File: src/rtl/syn_gpu_pkg.sv
`default_nettype none
// ============================================================================
// Module      : syn_gpu_pkg
// Description : Shared pixel types, widths and Q10 RGB->YCbCr coefficients.
// Revision    : 1.0 - initial release
// ============================================================================
package syn_gpu_pkg;

    localparam int P_RGB_RES = 4;
    localparam int P_LUM_W   = 4;
    localparam int P_CHRM_W  = 2;

    // Accumulator width: the largest magnitude (15*689 + 15*205 + 15*70 + 2048)
    // stays well inside a signed 16-bit range.
    localparam int c_acc_w = 16;

    typedef logic signed [c_acc_w-1:0] acc_t;

    typedef struct packed {
        logic [P_RGB_RES-1:0] r;
        logic [P_RGB_RES-1:0] g;
        logic [P_RGB_RES-1:0] b;
    } pxl_rgb_t;

    typedef struct packed {
        logic [P_LUM_W-1:0]  y;
        logic [P_CHRM_W-1:0] cb;
        logic [P_CHRM_W-1:0] cr;
    } pxl_ycbcr_t;

    // Q10 signed coefficients, row = output channel (Y, Cb, Cr), column = R, G, B.
    localparam acc_t c_coef [3][3] = '{
        '{ 16'sd205,  16'sd689,  16'sd70 },
        '{-16'sd22,  -16'sd74,   16'sd96 },
        '{ 16'sd96,  -16'sd65,  -16'sd9  }
    };

    // Q10 offsets per output channel (chroma is centred at 1.5).
    localparam acc_t c_off [3] = '{16'sd0, 16'sd1536, 16'sd1536};

endpackage
`default_nettype wire

File: src/rtl/syn_clamp.sv
`default_nettype none
// ============================================================================
// Module      : syn_clamp
// Description : Saturates a signed value to the unsigned range 0 .. 2**OUT_W-1.
// Revision    : 1.0 - initial release
// ============================================================================
module syn_clamp #(
    parameter int IN_W  = 16,
    parameter int OUT_W = 4
) (
    input  logic signed [IN_W-1:0] i_val,
    output logic [OUT_W-1:0]       o_val
);

    localparam logic signed [IN_W-1:0] c_max = IN_W'((2 ** OUT_W) - 1);

    // Negative inputs floor at zero, oversized inputs saturate at all-ones.
    always_comb begin
        o_val = i_val[OUT_W-1:0];
        if (i_val[IN_W-1]) begin
            o_val = '0;
        end else if (i_val > c_max) begin
            o_val = '1;
        end
    end

endmodule
`default_nettype wire

File: src/rtl/syn_rgb2ycbcr_conv.sv
`default_nettype none
// ============================================================================
// Module      : syn_rgb2ycbcr_conv
// Description : Three-stage valid/ready RGB444 -> YCbCr(4/2/2-bit) converter
//               with sideband pass-through and an output pixel counter.
// Revision    : 1.0 - initial release
// ============================================================================
module syn_rgb2ycbcr_conv
    import syn_gpu_pkg::*;
#(
    parameter int P_FRAC_W = 10
) (
    input  logic        clk_ir,
    input  logic        rst_ih,
    input  pxl_rgb_t    pxl_rgb_i,
    input  logic        pxl_sof_i,
    input  logic        pxl_eol_i,
    input  logic        pxl_valid_i,
    output logic        pxl_ready_o,
    output pxl_ycbcr_t  pxl_ycbcr_o,
    output logic        pxl_sof_o,
    output logic        pxl_eol_o,
    output logic        pxl_valid_o,
    input  logic        pxl_ready_i,
    output logic [31:0] pxl_cnt_o
);

    localparam acc_t c_round = acc_t'(2 ** (P_FRAC_W - 1));

    logic                w_en;
    acc_t                w_in      [3];
    acc_t                r_s1_prod [3][3];
    acc_t                r_s2_acc  [3];
    logic                r_s1_vld;
    logic                r_s1_sof;
    logic                r_s1_eol;
    logic                r_s2_vld;
    logic                r_s2_sof;
    logic                r_s2_eol;
    logic [P_LUM_W-1:0]  w_y;
    logic [P_CHRM_W-1:0] w_cb;
    logic [P_CHRM_W-1:0] w_cr;

    // The whole pipeline moves together whenever the output slot is free or drained.
    assign w_en        = ~pxl_valid_o | pxl_ready_i;
    assign pxl_ready_o = w_en;

    assign w_in[0] = acc_t'(pxl_rgb_i.r);
    assign w_in[1] = acc_t'(pxl_rgb_i.g);
    assign w_in[2] = acc_t'(pxl_rgb_i.b);

    // Valid bits and sideband travel alongside their pixel; bubbles enter as valid=0.
    always_ff @(posedge clk_ir or posedge rst_ih) begin
        if (rst_ih) begin
            r_s1_vld    <= 1'b0;
            r_s1_sof    <= 1'b0;
            r_s1_eol    <= 1'b0;
            r_s2_vld    <= 1'b0;
            r_s2_sof    <= 1'b0;
            r_s2_eol    <= 1'b0;
            pxl_valid_o <= 1'b0;
            pxl_sof_o   <= 1'b0;
            pxl_eol_o   <= 1'b0;
        end else if (w_en) begin
            r_s1_vld    <= pxl_valid_i;
            r_s1_sof    <= pxl_sof_i;
            r_s1_eol    <= pxl_eol_i;
            r_s2_vld    <= r_s1_vld;
            r_s2_sof    <= r_s1_sof;
            r_s2_eol    <= r_s1_eol;
            pxl_valid_o <= r_s2_vld;
            pxl_sof_o   <= r_s2_sof;
            pxl_eol_o   <= r_s2_eol;
        end
    end

    // Stage 1: register all nine coefficient products.
    always_ff @(posedge clk_ir or posedge rst_ih) begin
        if (rst_ih) begin
            for (int ch = 0; ch < 3; ch++) begin
                for (int k = 0; k < 3; k++) begin
                    r_s1_prod[ch][k] <= '0;
                end
            end
        end else if (w_en) begin
            for (int ch = 0; ch < 3; ch++) begin
                for (int k = 0; k < 3; k++) begin
                    r_s1_prod[ch][k] <= c_coef[ch][k] * w_in[k];
                end
            end
        end
    end

    // Stage 2: sum products, add channel offset and half-LSB, then floor-shift.
    always_ff @(posedge clk_ir or posedge rst_ih) begin
        if (rst_ih) begin
            for (int ch = 0; ch < 3; ch++) begin
                r_s2_acc[ch] <= '0;
            end
        end else if (w_en) begin
            for (int ch = 0; ch < 3; ch++) begin
                r_s2_acc[ch] <= (r_s1_prod[ch][0] + r_s1_prod[ch][1] + r_s1_prod[ch][2]
                                 + c_off[ch] + c_round) >>> P_FRAC_W;
            end
        end
    end

    syn_clamp #(.IN_W(c_acc_w), .OUT_W(P_LUM_W))  u_clamp_y  (.i_val(r_s2_acc[0]), .o_val(w_y));
    syn_clamp #(.IN_W(c_acc_w), .OUT_W(P_CHRM_W)) u_clamp_cb (.i_val(r_s2_acc[1]), .o_val(w_cb));
    syn_clamp #(.IN_W(c_acc_w), .OUT_W(P_CHRM_W)) u_clamp_cr (.i_val(r_s2_acc[2]), .o_val(w_cr));

    // Stage 3: register the clamped, packed output pixel.
    always_ff @(posedge clk_ir or posedge rst_ih) begin
        if (rst_ih) begin
            pxl_ycbcr_o <= '0;
        end else if (w_en) begin
            pxl_ycbcr_o <= '{y: w_y, cb: w_cb, cr: w_cr};
        end
    end

    // Count output transfers; a start-of-frame pixel restarts the count at one.
    always_ff @(posedge clk_ir or posedge rst_ih) begin
        if (rst_ih) begin
            pxl_cnt_o <= '0;
        end else if (pxl_valid_o && pxl_ready_i) begin
            pxl_cnt_o <= pxl_sof_o ? 32'd1 : pxl_cnt_o + 32'd1;
        end
    end

endmodule
`default_nettype wire

File: config.mk
export PLATFORM = sky130hd
export DESIGN_NAME = syn_rgb2ycbcr_conv
export DESIGN_NICKNAME = d
export VERILOG_FILES = /design/src/rtl/syn_gpu_pkg.sv /design/src/rtl/syn_clamp.sv /design/src/rtl/syn_rgb2ycbcr_conv.sv
export SDC_FILE = /design/constraint.sdc
export NUM_CORES = 1
export LEC_CHECK = 0
export BUFFER_PORTS_ARGS = -buffer_cell sky130_fd_sc_hd__clkbuf_2
export CAP_MARGIN = 15
export CORE_MARGIN = 2
export CORE_UTILIZATION = 35
export CTS_BUF_LIST = sky130_fd_sc_hd__clkbuf_4
export DETAILED_ROUTE_END_ITERATION = 8
export GPL_TIMING_DRIVEN = 0
export MAX_ROUTING_LAYER = met4
export SYNTH_ARGS = -nofsm -noshare
export SYNTH_HDL_FRONTEND = slang
export SYNTH_SLANG_ARGS = --single-unit
File: constraint.sdc
create_clock -name clk_ir -period 4.9 [get_ports clk_ir]
set_clock_uncertainty 0.1 [all_clocks]
set_input_delay 0.735 -clock clk_ir [delete_from_list [all_inputs] [get_ports clk_ir]]
set_output_delay 0.735 -clock clk_ir [all_outputs]
set_load 0.005 [all_outputs]
# After elaboration in Yosys (flattened, before gate mapping)
# Cells that the tools add are included.
# totals
register_bits,198
input_bits,18
word_cells,59
# classes
addsub,12
mul,9
magnitude_cmp,3
n_mux,7
n_bitwise,2
reduce_logical,1
# ops
cell,n
adder 16 bit,6
"adder 16 x 11 -> 16 bit, second input constant",3
"adder 16 x 12 -> 16 bit, second input constant",2
"adder 32 x 1 -> 32 bit, second input constant",1
two-way mux 32 bit,1
"multiplier 5 x 5 -> 10 bit, first input constant",2
"multiplier 10 x 4 -> 14 bit, first input constant",1
"multiplier 8 x 5 -> 13 bit, first input constant",1
"> comparator 6 x 3 -> 1 bit, second input constant",2
"multiplier 2 x 4 -> 6 bit, first input constant",2
"multiplier 7 x 5 -> 12 bit, first input constant",1
"multiplier 8 x 4 -> 12 bit, first input constant",1
"multiplier 6 x 4 -> 10 bit, first input constant",1
two-way mux 2 bit,4
two-way mux 4 bit,2
"> comparator 6 x 5 -> 1 bit, second input constant",1
logical AND 1 bit,1
inverter 1 bit,1
OR 1 bit,1

# Longest topological paths before layout
# logic_depth
word_depth,4
ltp_mapped,15
depth_no_buf,15

# Modules after synthesis
# Synthesis repeated with hierarchy kept, for this count alone.
# hier_totals
hier_cells,1169
hier_area_um2,10709.0
# modules_own_cells
module,n_inst,cells_per_inst,area_each_um2
syn_rgb2ycbcr_conv,1,1144,10511.3
syn_clamp at u_clamp_cb ...,2,7,58.8
syn_clamp at u_clamp_y,1,11,80.1

# Worst setup path before layout
# OpenSTA, ideal clock, no wires.
# synth_timing
kind,input to register
start,input port pxl_rgb_i[6] (netlist name)
end,register r_s1_prod[30] (netlist name)
setup_time_ns,0.137
t_arrival_ns,3.351
t_required_ns,4.663
path_slack_ns,1.313
cell_stages,11
cell_sequence,inv_1 > ha_1 > ha_1 > fa_1 > fa_1 > a21o_1 > a21boi_0 > o21ai_0 > a41oi_1 > xor2_1 > a21oi_1
# synth_between
elab_chain_len,1
# synth_rtl
item,line,rtl
from (decl),syn_rgb2ycbcr_conv.sv:15,"input pxl_rgb_t pxl_rgb_i,"
multiplier 8 x 5 -> 13 bit,syn_rgb2ycbcr_conv.sv:88,r_s1_prod[ch][k] <= c_coef[ch][k] * w_in[k];
"to (signal, indexed assignment)",syn_rgb2ycbcr_conv.sv:88,
to (decl),syn_rgb2ycbcr_conv.sv:32,acc_t r_s1_prod [3][3];
# Every way passes these cells.
# A chain may end at the register's enable or synchronous reset.

# Final worst setup path
# layout_timing
start,input port pxl_rgb_i[6] (netlist name)
end,register r_s1_prod[27] (netlist name)
# The elaborated chain is that of the path after synthesis.

==> reports/results.tsv <==
stage	metric	value	unit
status	run status	complete, no violations	
logic_synthesis	synthesized net count	1326	
final_layout	Area growth, synth to finish	10.8	%
sta	worst-margin pin slew	0.859	ns
drt	Antenna Violating Nets Remaining	0	
sta	RSZ-0062 raised after global routing	false	
cts	clk root buf	clkbuf_4	
drt	# DRC	0	
cts	clock transition at the registers of the reported paths	0.13	ns
cts	CTS H-tree depth	4	
grt	largest net degree at the start of global routing	92	
logic_synthesis	Synthesis Warnings	0	
die	# IOs	62	
cts	number of buffers created by CTS	17	
cts	TritonCTS clock tree	done	
logic_synthesis	Synth Area in Adders	0.260	
logic_synthesis	post-synthesis mux area share	0.00384	
final_layout	storage element area	3580	um^2
logic_synthesis	register bit total from synthesis	143	
sta	final period demand of the worst path	3.79	ns
placed_design	hpwl dp	20000	um
cts	clock latency on the worst-skew pair	0.57	ns
grt	vias in the first global route	7919	
power	pwr dens	531	nW/um^2
setup_path	Max FO, Critical Path	9	
drt	starting DRC count in detailed routing	402	
die	Starting Density	0.354	
power	peak supply drop	185	uV
die	die area	31200	um^2
sta	final number of hold-violating endpoints	0	
setup_path	Arr. time, crit path	4.11	ns
die	chip width	177	um
final_layout	multi-input logic area	6220	um^2
logic_synthesis	Async SR Flop Fraction	1.00	
die	core area	29500	um^2
placed_design	Port Buffer Count	61	
drt	total number of vias	7864	
setup_path	crit path kind	in -> reg	
logic_synthesis	Top FF cell, synth	dfrtp_1	
logic_synthesis	Syn Std Cell Area	10400	um^2
logic_synthesis	Post-Synth XOR/XNOR Area	0.0697	
power	P_leak	5.82	nW
power	Pwr Total	6.14	mW
logic_synthesis	syn_area_per_cell	9.33	um^2
logic_synthesis	Synth Area in Compound Gates	0.126	
sta	Setup WS post-layout	1.11	ns
final_layout	most common cell after layout, fill and taps aside	ha_1	
drt	Via density	4.91	
min_path	min-delay worst type	in -> async	
sta	relative slew slack	0.427	
die	die height	177	um
cts	maximum root-to-sink buffer count	2	
sta	Max Fclk	264	MHz
setup_path	worst path required time	5.22	ns
logic_synthesis	sequential area share after synthesis	0.343	
final_layout	fin nets	1407	
die	# rows	63	
grt	first-pass GRT wire length	41900	um
sta	final setup violation count	0	
logic_synthesis	combinational family with the most area after synthesis	adder cells	
grt	grt total ovfl	0	
placed_design	worst slack, placed	0.581	ns
cts	# hold bufs at CTS	0	
final_layout	layout cells sized above 1	0.0916	
logic_synthesis	Synth cell types	61	
logic_synthesis	Post-synth EDFFs	0	
setup_path	Critical Path End Type	register	
final_layout	most frequent cells in the layout	146 x ha_1, 143 x dfrtp_1, 132 x inv_1, 126 x nand2_1, 101 x nor2_1	
run	max-cap viol count	0	
sta	Pins Over Slew Limit	0	
cts	post-CTS resize count	0	
sta	fin crit share	0.774	
logic_synthesis	cell count after synthesis	1118	
cts	clock sinks	143	
final_layout	FILL cells	2966	
placed_design	final RePlAce weighted congestion	0.896	
drt	post-detailed-route wirelength per cell	16.0	um
drt	drt total wl	25600	um
grt	GRT Overall Usage	0.177	
grt	antenna violations before repair	1	
logic_synthesis	simple-gate share of the synthesized area	0.137	
setup_path	Startpoint Class	input port	
cts	Post-CTS Setup Inserts	0	
drt	DRT Pass-1 Iters	5	
## flip-flops by register name, indices dropped and copies added, names as in the netlist
register,cells
pxl_cnt_o,32
pxl_eol_o,1
pxl_sof_o,1
pxl_valid_o,1
pxl_ycbcr_o,8
r_s1_eol,1
r_s1_prod,77
r_s1_sof,1
r_s1_vld,1
r_s2_acc,17
r_s2_eol,1
r_s2_sof,1
r_s2_vld,1
## Yosys cell counts, types with 4 or more instances
cell type	number	area, um^2
ha_1	146	1830
dfrtp_1	143	3580
inv_1	133	499
nand2_1	126	473
nor2_1	101	379
o21ai_0	67	335
a21oi_1	66	330
fa_1	44	881
xnor2_1	43	377
xor2_1	40	350
clkbuf_1	22	82.6
nand3_1	20	100
a21o_1	17	128
nor3_1	13	65.1
nand4_1	10	62.6
a31oi_1	8	50.1
and3_1	8	50.1
o31ai_1	8	60.1
buf_1	7	26.3
nor2b_1	6	37.5
o21bai_1	6	45.0
a211oi_1	5	37.5
o21a_1	5	37.5
a21boi_0	4	30.0
and4_1	4	35.0
mux2i_1	4	40.0
nor3b_1	4	30.0
nor4_1	4	25.0
o211ai_1	4	30.0
or3_1	4	25.0
## cells by family after synthesis
family / count (synthesis)
compound gates: 216
xor+xnor: 83
fa+ha+maj: 190
buf+inv: 166
flops: 143
mux: 4
simple gates: 316
## where the power goes
part           switching, mW  total [mW]  internal [mW]
clock network          0.502       0.822          0.320
registers              0.321        1.90           1.58
logic                   1.93        3.42           1.48
total                   2.76        6.14           3.38
## through the flow
stage               cells  area, um^2  TNS, ns  hold slack (ns)  utilization
detailed placement   1570       11300        0            0.358        0.382
global route         1603       11600        0           0.0940        0.392
CTS                  1602       11600        0           0.0658        0.392
finish               1603       11600        0           0.0931        0.392
floorplan            1118       10400        0            0.330            -
global placement     1569       11200  -227.44            0.348        0.381
## path summary, 6_finish.rpt
path / start / end / slack [ns] / depth (start not counted)
min in group clk_ir: pxl_eol_i / r_s1_eol / 0.28 / 3
max in group asynchronous: rst_ih / pxl_ycbcr_o[4] / 3.76 / 3
setup reg to reg: r_s1_prod[136] / r_s2_acc[34] / 1.79 / 11
setup / recovery: pxl_rgb_i[6] / r_s1_prod[27] / 1.11 / 16
hold reg to reg: pxl_ycbcr_o[5] / pxl_ycbcr_o[5] / 0.38 / 2
hold / removal: rst_ih / pxl_cnt_o[15] / 0.09 / 2
## routing by layer
| layer | wire length [um] | global-route usage |
|---|---|---|
| met5 | 0 | - |
| met4 | 272 | 0.0365 |
| met3 | 1010 | 0.0243 |
| met2 | 12000 | 0.289 |
| met1 | 12300 | 0.237 |
## worst max-delay path, cell delays in order
cell	delay [ns]
clkbuf_2	0.17
inv_1	0.15
ha_1	0.22
inv_1	0.09
ha_1	0.17
a21oi_1	0.32
xnor2_1	0.20
ha_1	0.27
ha_1	0.28
clkbuf_1	0.34
nand2_1	0.12
o211ai_1	0.29
nand2_1	0.09
a21boi_0	0.32
mux2i_1	0.23
o2111ai_1	0.12
## area by class of cell
type / count / area share
well taps: 390 / 0.0422
repair buffers: 62 / 0.0288
plain buffers: 32 / 0.0113
clock buffers: 17 / 0.0110
clock inverters: 15 / 0.0149
multi-input cells: 809 / 0.538
flip-flops and latches: 143 / 0.310
diodes: 1 / 0.000217
inverters: 134 / 0.0440
(Power assumes the default switching activity.)
